`src/rtl/maze_player_ctrl.sv`:
```
// Push-button player controller for the VGA maze renderer: synchronises buttons,
// steps the player tile by tile with wall/edge blocking, auto-repeat and win detection.
module maze_player_ctrl #(
  parameter int unsigned REPEAT_TICKS = 5_000_000,
  parameter int unsigned MAP_W        = 16
) (
  input  logic         clk,
  input  logic         reset,
  input  logic         enable,
  input  logic         btn_up,
  input  logic         btn_down,
  input  logic         btn_left,
  input  logic         btn_right,
  input  logic         load,
  input  logic [255:0] path_data,
  input  logic [4:0]   maze_width,
  input  logic [4:0]   maze_height,
  input  logic [4:0]   start_x,
  input  logic [4:0]   start_y,
  input  logic [4:0]   exit_x,
  input  logic [4:0]   exit_y,
  input  logic [4:0]   view_w,
  input  logic [4:0]   view_h,
  output logic [6:0]   char_x,
  output logic [6:0]   char_y,
  output logic [4:0]   x_coord,
  output logic [4:0]   y_coord,
  output logic [15:0]  moves,
  output logic         won
);

  localparam int unsigned CNT_W = (REPEAT_TICKS > 1) ? $clog2(REPEAT_TICKS + 1) : 1;

  typedef enum logic [1:0] {IDLE, CHECK, HOLD, WON} state_t;
  typedef enum logic [1:0] {DIR_UP, DIR_DN, DIR_LT, DIR_RT} dir_t;

  state_t             state_q, state_d;
  dir_t               dir_q, dir_d, pdir;
  logic [3:0]         sync1_q, sync1_d, sync2_q, sync2_d;
  logic [CNT_W-1:0]   cnt_q, cnt_d;
  logic [4:0]         cx_q, cx_d, cy_q, cy_d;
  logic [4:0]         xc_q, xc_d, yc_q, yc_d;
  logic [15:0]        moves_q, moves_d;
  logic               won_q, won_d;

  logic               b_up, b_dn, b_lt, b_rt, any_btn;
  logic signed [6:0]  tx, ty;
  logic [4:0]         w_eff, h_eff;
  logic [7:0]         bit_idx;
  logic               blocked, hit_exit;

  // Scroll origin: centre the player, clamped so the view never leaves the maze.
  function automatic logic [4:0] scroll(input logic [4:0] c, input logic [4:0] sz,
                                        input logic [4:0] v);
    logic [4:0]        se;
    logic signed [7:0] d, mx;
    logic [4:0]        r;
    se = (sz > 5'd16) ? 5'd16 : sz;
    d  = $signed({3'b000, c}) - $signed({4'b0000, v[4:1]});
    mx = $signed({3'b000, se}) - $signed({3'b000, v});
    if (se <= v)      r = '0;
    else if (d < 0)   r = '0;
    else if (d > mx)  r = mx[4:0];
    else              r = d[4:0];
    return r;
  endfunction

  assign b_up    = sync2_q[0];
  assign b_dn    = sync2_q[1];
  assign b_lt    = sync2_q[2];
  assign b_rt    = sync2_q[3];
  assign any_btn = |sync2_q;

  always_comb begin
    if (b_up)      pdir = DIR_UP;
    else if (b_dn) pdir = DIR_DN;
    else if (b_lt) pdir = DIR_LT;
    else           pdir = DIR_RT;
  end

  // Target tile evaluated in signed space so a step left/up from 0 is caught, not wrapped.
  always_comb begin
    tx = $signed({2'b00, cx_q});
    ty = $signed({2'b00, cy_q});
    case (dir_q)
      DIR_UP: ty = ty - 7'sd1;
      DIR_DN: ty = ty + 7'sd1;
      DIR_LT: tx = tx - 7'sd1;
      DIR_RT: tx = tx + 7'sd1;
    endcase
    w_eff    = (maze_width  > 5'd16) ? 5'd16 : maze_width;
    h_eff    = (maze_height > 5'd16) ? 5'd16 : maze_height;
    bit_idx  = 8'({4'b0000, ty[3:0]} * 8'(MAP_W)) + {4'b0000, tx[3:0]};
    blocked  = (tx < 0) || (ty < 0) ||
               (tx >= $signed({2'b00, w_eff})) || (ty >= $signed({2'b00, h_eff})) ||
               !path_data[bit_idx];
    hit_exit = (tx[4:0] == exit_x) && (ty[4:0] == exit_y);
  end

  always_comb begin
    state_d = state_q;
    dir_d   = dir_q;
    cnt_d   = cnt_q;
    cx_d    = cx_q;
    cy_d    = cy_q;
    moves_d = moves_q;
    won_d   = won_q;
    sync1_d = {btn_right, btn_left, btn_down, btn_up};
    sync2_d = sync1_q;

    case (state_q)
      IDLE: begin
        if (enable && any_btn) begin
          dir_d   = pdir;
          state_d = CHECK;
        end
      end
      CHECK: begin
        cnt_d   = '0;
        state_d = HOLD;
        if (!blocked) begin
          cx_d    = tx[4:0];
          cy_d    = ty[4:0];
          moves_d = (moves_q == 16'hFFFF) ? moves_q : moves_q + 16'd1;
          if (hit_exit) begin
            won_d   = 1'b1;
            state_d = WON;
          end
        end
      end
      HOLD: begin
        if (!any_btn || !enable) begin
          state_d = IDLE;
        end else if (cnt_q == CNT_W'(REPEAT_TICKS - 1)) begin
          dir_d   = pdir;
          state_d = CHECK;
        end else begin
          cnt_d = cnt_q + CNT_W'(1);
        end
      end
      WON: ;
    endcase

    if (load) begin
      cx_d    = start_x;
      cy_d    = start_y;
      moves_d = '0;
      won_d   = 1'b0;
      cnt_d   = '0;
      state_d = IDLE;
    end
  end

  assign xc_d = scroll(cx_q, maze_width, view_w);
  assign yc_d = scroll(cy_q, maze_height, view_h);

  always_ff @(posedge clk or posedge reset) begin
    if (reset) begin
      state_q <= IDLE;
      dir_q   <= DIR_UP;
      sync1_q <= '0;
      sync2_q <= '0;
      cnt_q   <= '0;
      cx_q    <= '0;
      cy_q    <= '0;
      xc_q    <= '0;
      yc_q    <= '0;
      moves_q <= '0;
      won_q   <= 1'b0;
    end else begin
      state_q <= state_d;
      dir_q   <= dir_d;
      sync1_q <= sync1_d;
      sync2_q <= sync2_d;
      cnt_q   <= cnt_d;
      cx_q    <= cx_d;
      cy_q    <= cy_d;
      xc_q    <= xc_d;
      yc_q    <= yc_d;
      moves_q <= moves_d;
      won_q   <= won_d;
    end
  end

  assign char_x  = {2'b00, cx_q};
  assign char_y  = {2'b00, cy_q};
  assign x_coord = xc_q;
  assign y_coord = yc_q;
  assign moves   = moves_q;
  assign won     = won_q;

endmodule

```
`config.mk`:
```
export PLATFORM = sky130hd
export DESIGN_NAME = maze_player_ctrl
export DESIGN_NICKNAME = d
export VERILOG_FILES = /design/src/rtl/maze_player_ctrl.sv
export SDC_FILE = /design/constraint.sdc
export NUM_CORES = 1
export LEC_CHECK = 0
export ABC_AREA = 1
export CAP_MARGIN = 30
export CORE_ASPECT_RATIO = 1.5
export CORE_MARGIN = 2
export CORE_UTILIZATION = 45
export CTS_CLUSTER_DIAMETER = 30
export DETAILED_ROUTE_END_ITERATION = 8
export GPL_TIMING_DRIVEN = 0
export PLACE_DENSITY = 0.95
export SLEW_MARGIN = 20
export SYNTH_ARGS = -nofsm -noshare
export SYNTH_HDL_FRONTEND = slang
export SYNTH_SLANG_ARGS = --single-unit
```
`constraint.sdc`:
```
create_clock -name clk -period 4.05 [get_ports clk]
set_input_delay 0.6075 -clock clk [delete_from_list [all_inputs] [get_ports clk]]
set_output_delay 0.6075 -clock clk [all_outputs]
set_load 0.01 [all_outputs]
```
## Word level (Yosys, flattened, before mapping)

Cells that the tools add are included.

- Register bits after elaboration: 72
- Bits of input ports: 304
- Output and inout port bits: 41
- Word-level logic and storage cells: 121

- $add $sub $neg: 11
- Magnitude comparators: 13
- Eq/ne operators: 18
- Mux-type cells: 44
- Reductions and logical operators: 24

Operators by type and width:

| kind | count |
|---|---|
| 5-bit 2-to-1 mux | 14 |
| 23-bit 2-to-1 mux | 3 |
| 16-bit 2-to-1 mux | 4 |
| 23-bit one-hot mux with 2 select lines | 1 |
| 7-bit one-hot mux with 2 select lines | 2 |
| 23-bit by 1-bit adder with 23-bit output (second input constant) | 1 |
| 23-bit equality test (second input constant) | 1 |
| 2-bit 2-to-1 mux | 9 |
| 16-bit by 1-bit adder with 16-bit output (second input constant) | 1 |
| 16-bit equality test (second input constant) | 1 |
| 7-bit by 6-bit >= comparator with 1-bit output | 2 |
| 7-bit by 1-bit < comparator with 1-bit output (second input constant) | 2 |
| 5-bit by 1-bit adder with 6-bit output (second input constant) | 2 |
| 6-bit greater-than comparator | 2 |
| 6-bit by 1-bit < comparator with 1-bit output (second input constant) | 2 |
| 3-bit AND reduction | 4 |
| 5-bit by 1-bit subtractor with 6-bit output (second input constant) | 2 |
| 5-bit by 4-bit subtractor with 6-bit output | 2 |
| 5-bit by 5-bit subtractor with 6-bit output | 2 |
| 5-bit equality test | 2 |
| 5-bit greater-than comparator (second input constant) | 2 |
| 5-bit less-or-equal comparator | 2 |
| 2-bit inequality test (second input constant) | 5 |
| 8-bit by 9-bit < comparator with 1-bit output (second input constant) | 1 |
| other kinds (19) | 41 |

## Longest topological paths before layout

Gate-level depths: netlist (run 1).

- Depth in word-level cells: 10
- Depth in mapped cells: 20
- Gate-level depth less buffers: 20

## Worst setup path before layout (run 1)

OpenSTA, ideal clock, no wires.

- Kind: flip-flop to flip-flop
- From: register cx_q[0]
- To: register moves_q[12], in the netlist moves[12]
- Library setup time: 117 ps
- Arrival time: 3084 ps
- Required time: 3933 ps
- Path slack: 849 ps
- Cell stages (with the launch flop): 20
- Path buffers: 3
- Clock period less this slack: 3201 ps
- Cells stage by stage: dfrtp_1 inv_2 ha_1 nand3_1 nand2_1 nor2_1 buf_4 buf_6 ha_1 a21boi_0 o21ai_0 a21oi_1 o211a_1 nor4_2 nand3_2 nand2_4 nand2_4 buf_6 nand2_1 nand2_1

- Longest elaborated chain between the ends: 9

RTL lines:

| element | line | source |
|---|---|---|
| start: declaration | 41 | `logic [4:0] cx_q, cx_d, cy_q, cy_d;` |
| start signal: assignment | 164 | `cx_q <= '0;` |
| start signal: assignment | 176 | `cx_q <= cx_d;` |
| 5-bit by 1-bit adder with 6-bit output / 5-bit by 1-bit subtractor with 6-bit output (equally long branches) | 89, 88 |  |
| 7-bit one-hot mux with 2 select lines (*) | 85 | `case (dir_q)` |
| 8-bit by 4-bit adder with 8-bit output / 7-bit by 1-bit < comparator with 1-bit output (equally long branches) | 93, 94 |  |
| 1-bit binary-select mux with 8-bit select / 1-bit logical OR (equally long branches) | 96, 94 |  |
| 1-bit 2-to-1 mux (implied by the code) / 1-bit logical OR (equally long branches) | 96, 94 |  |
| 1-bit logical NOT / 1-bit logical OR (equally long branches) | 96, 95 |  |
| 1-bit logical OR (*) | 95 | `(tx >= $signed({2'b00, w_eff})) \|\| (ty >= $signed({2'b00, h_eff})) \|\|` |
| 2-bit inequality test (no source line) (*) | -- |  |
| 3-bit AND reduction (no source line) (*) | -- |  |
| end signal: assignment | 180 | `moves_q <= moves_d;` |
| end: declaration | 43 | `logic [15:0] moves_q, moves_d;` |

Every way passes the cells marked *; elsewhere a longest branch is shown, timed or not. The select of a mux whose other input is x is not followed.
A chain may end at the register's enable or synchronous reset.

## Worst setup path after layout (run 1)

- From: input port maze_height[4]
- To: register yc_q[4], in the netlist y_coord[4]

- Longest elaborated chain between the ends: 7

RTL lines:

| element | line | source |
|---|---|---|
| start: declaration | 17 | `input logic [4:0] maze_height,` |
| 5-bit greater-than comparator | 58 | `se = (sz > 5'd16) ? 5'd16 : sz;` |
| 5-bit 2-to-1 mux (*) | 58 |  |
| 5-bit by 5-bit subtractor with 6-bit output | 60 | `mx = $signed({3'b000, se}) - $signed({3'b000, v});` |
| 6-bit greater-than comparator | 63 | `else if (d > mx) r = mx[4:0];` |
| 5-bit 2-to-1 mux | 63 |  |
| 5-bit 2-to-1 mux | 62 | `else if (d < 0) r = '0;` |
| 5-bit 2-to-1 mux (*) | 61 | `if (se <= v) r = '0;` |
| via yc_d[4] | 42 | `logic [4:0] xc_q, xc_d, yc_q, yc_d;` |
| end signal: assignment | 179 | `yc_q <= yc_d;` |
| end: declaration | 42 |  |

Mark *: on every way through the listed nets, which the timed path passes. The rest lies on a longest branch.

==> metrics.txt, run 1 <==
hold_sp=sync1_q[1]$_DFF_PP0_; post-route setup slack=214 ps; Seq pwr share=0.120; Final Setup Violations=0; vias per cell=5.51; R2R Path Start=cy_q[1]$_DFFE_PP0P_; R2R setup slack=230 ps; Worst EP arrival=4050 ps; total gr overflow=0; max cap viols=0; Core Box Area=18500 um^2; via count=11200; I/O pin count=345; CP required=4260 ps; worst min path class=reg -> reg; Worst-Margin Slew=835 ps; run status=finished clean; synthesized area=8510 um^2; Critical Path End Type=register; WS Path Type=in -> reg; xor-xnor portion of the synthesized cell area=0.0360; TritonCTS buffer count=9; H-tree lvl count=3; Pins Over Slew Limit=0; Yosys warnings=0; Sw Share=0.557; Final Net Count=2116; #FFs+latches synth=72; layout cells sized above 1=0.0573; largest family of logic cells by synthesized area=simple AND/OR/NAND/NOR gates; first-pass GRT wire length=54900 um; Post-Syn Instances=1403; vias in the first global route=10700; Starting Density=0.459; TritonRoute pass-1 iters=8; syn_area_per_cell=6.06 um^2; Fin Setup TNS=0 ps; die height=172 um; Hold Vio Cnt, Final=0; reg-to-reg critical path endpoint=moves[11]$_DFFE_PP0P_; startpoint types=primary input; Clock power frac=0.091; DRT iter0 DRCs=931; final wirelength=36800 um; Hold EP=sync2_q[1]$_DFF_PP0_; fin util=0.679; Compound-Gate Fraction of Synth Area=0.0718; Sw Pwr=4.64 mW; largest net degree at the start of global routing=59; Buffers on Ports=340; Area growth syn-to-layout=48.0%; minimum clock period=3840 ps; Skew-Pair Late Insertion Delay=340 ps; Synth Area in Simple Gates=0.477; EDFF count, synth=0; Max FO, Critical Path=8; Int Pwr=3.68 mW; prevailing post-synth register cell=dfrtp_1; GRT Resource Usage Total=0.353; Slew Limit Headroom=0.436; RSZ-0062 raised after global routing=no; commonest non-fill, non-tap cells in the layout=442 x nand2_1, 340 x clkdlybuf4s50_1, 307 x nand3_1, 145 x inv_1, 91 x nor2_1; initial antenna violation count=12; period utilisation layout=0.947; DRT antenna net count=0; clock buffer depth=2; Peak Freq=261 MHz; register area share after synthesis=0.212; Clock Skew=4.29 ps; Distinct cells, synth=48; die area=20000 um^2; Clock Pin Slew Worst Setup and Hold Paths=60 ps; PwrDens=661 nW/um^2; DP HPWL=29400 um; CTS tree=built; Pleak=5.99 nW; Pwr Total=8.32 mW; Comb pwr share=0.789; Root Buffer=clkbuf_16; post-synthesis mux area share=0; hold depth=0; leading cell type in the layout, fill and taps excluded=nand2_1; asr flop ratio synth=1.00; row count=61; Setup WS pre-CTS=2.91 ps; Synth Area in Adders=0.0815; DR WL/cell=18.1 um; reg2reg path depth=17; Horiz. Die Dim=116 um; Hold Buf Count CTS=0; DRC viols=0; clock sink count=72; GP Congestion=0.960; worst vdd ir=0.382 mV
==> stage by stage <==
stage	hold slack, ps	std cells	cell area, um^2
after floorplan	331	1406	8520
after global placement	335	1998	12200
after detailed placement	336	1999	12300
after CTS	349	2015	12600
after global routing	357	2023	12600
final	349	2027	12600
==> Yosys cell counts (all sizes together) (2+ instances only) <==
| cell type | n | area [um^2] |
|---|---|---|
| a211oi | 13 | 97.6 |
| a21oi | 30 | 150 |
| a31oi | 4 | 25.0 |
| buf | 56 | 419 |
| clkbuf | 11 | 41.3 |
| dfrtp | 72 | 1800 |
| fa | 4 | 80.1 |
| ha | 49 | 613 |
| inv | 152 | 573 |
| nand2 | 452 | 1740 |
| nand3 | 311 | 1580 |
| nand3b | 9 | 67.6 |
| nand4 | 17 | 106 |
| nor2 | 93 | 354 |
| nor3 | 19 | 95.1 |
| nor4 | 13 | 87.6 |
| o211ai | 2 | 15.0 |
| o21ai | 41 | 209 |
| o21bai | 3 | 22.5 |
| o41ai | 2 | 17.5 |
| xnor2 | 7 | 61.3 |
| xor2 | 28 | 245 |
==> worst max-delay path: stages <==
cell and delay, ps:
clkdlybuf4s50_1 530, inv_1 130, a21oi_1 150, nor2_1 90, ha_1 360, a21oi_1 160
and2_1 170, inv_1 50, a21oi_1 110, o21ai_0 100, ha_1 340, nand2_1 70
inv_1 90, o211ai_1 110, nand3_1 80, nand2_1 50, o21ai_0 100, nand2_1 140
inv_1 210, nor2_1 70, a211oi_1 330
==> cells by family (layout without fill, tap and decap cells) <==
kind of cell               count (synthesis)  count (layout)
xor gates and xnor gates                  35              35
DFF                                       72              72
buffers and inverters                    220             578
adders and majority gates                 53              53
other                                      1              15
and+or+nand+nor                          918             918
AOI/OAI and AO/OA                        104             104
==> power groups by stage <==
| stage | Sequential, mW | Clock [mW] | Combinational (mW) |
|---|---|---|---|
| final | 0.998 | 0.760 | 6.57 |
| after global routing | 1.01 | 0.790 | 7.15 |
| after CTS | 0.993 | 0.765 | 6.45 |
| after detailed placement | 1.00 | 0 | 6.41 |
| after global placement | 1.00 | 0 | 6.25 |
| after floorplan | 0.999 | 0 | 4.31 |
==> flip-flops by register name, summed over array words and instances, names as in the netlist <==
| name | count |
|---|---|
| sync2_q | 4 |
| y_coord | 5 |
| cnt_q | 23 |
| moves | 16 |
| state_q | 2 |
| x_coord | 5 |
| cy_q | 5 |
| dir_q | 2 |
| won | 1 |
| cx_q | 5 |
| sync1_q | 4 |
==> area by class of cell <==
type | count | area (um^2)
buffer | 67 | 460
tap | 252 | 315
fill | 1610 | 5960
timing repair buffer | 342 | 3440
sequential | 72 | 1800
clock inverter | 4 | 28.8
inverter | 153 | 579
clock buffer | 12 | 256
multi-input combinational | 1114 | 5680
antenna | 11 | 27.5
==> layer usage <==
layer	track usage	vias up	part of all wire	routed length, um
met2	0.616	612	0.50	18200
met5	0	-	0.00033	12
met1	0.364	5071	0.34	12400
met4	0.216	2	0.063	2320
li1	-	5331	-	-
met3	0.110	161	0.10	3850
==> what timing repair did <==
item	4_1_cts	5_1_grt
gates resized for setup	0	2
endpoints found under the setup margin	0	20
buffers inserted	0	1
hold endpoints to repair	0	0
==> how the worst max path moves through the flow <==
stage | from | depth (start not counted) | to
floorplan | cx_q[0]$_DFFE_PP0P_ | 19 | moves[12]$_DFFE_PP0P_
global placement | maze_height[4] | 21 | y_coord[4]$_DFF_PP0_
detailed placement | maze_height[4] | 21 | y_coord[4]$_DFF_PP0_
CTS | cy_q[1]$_DFFE_PP0P_ | 17 | moves[7]$_DFFE_PP0P_
global route | cy_q[1]$_DFFE_PP0P_ | 17 | moves[8]$_DFFE_PP0P_
finish | maze_height[4] | 21 | y_coord[4]$_DFF_PP0_
No activity file was read; power rests on OpenSTA's default activity.
==> inputs of run 2 (changes only) <==
--- a/config.mk
+++ b/config.mk
@@ -10,7 +10,7 @@
 export CORE_ASPECT_RATIO = 1.5
 export CORE_MARGIN = 2
 export CORE_UTILIZATION = 45
-export CTS_CLUSTER_DIAMETER = 30
+export CTS_CLUSTER_DIAMETER = 80
 export DETAILED_ROUTE_END_ITERATION = 8
 export GPL_TIMING_DRIVEN = 0
 export PLACE_DENSITY = 0.95
@@ -18,3 +18,4 @@
 export SYNTH_ARGS = -nofsm -noshare
 export SYNTH_HDL_FRONTEND = slang
 export SYNTH_SLANG_ARGS = --single-unit
+export TNS_END_PERCENT = 50
==> results of run 2 <==
No change in the layout: final DEF, timing and power equal those of run 1.
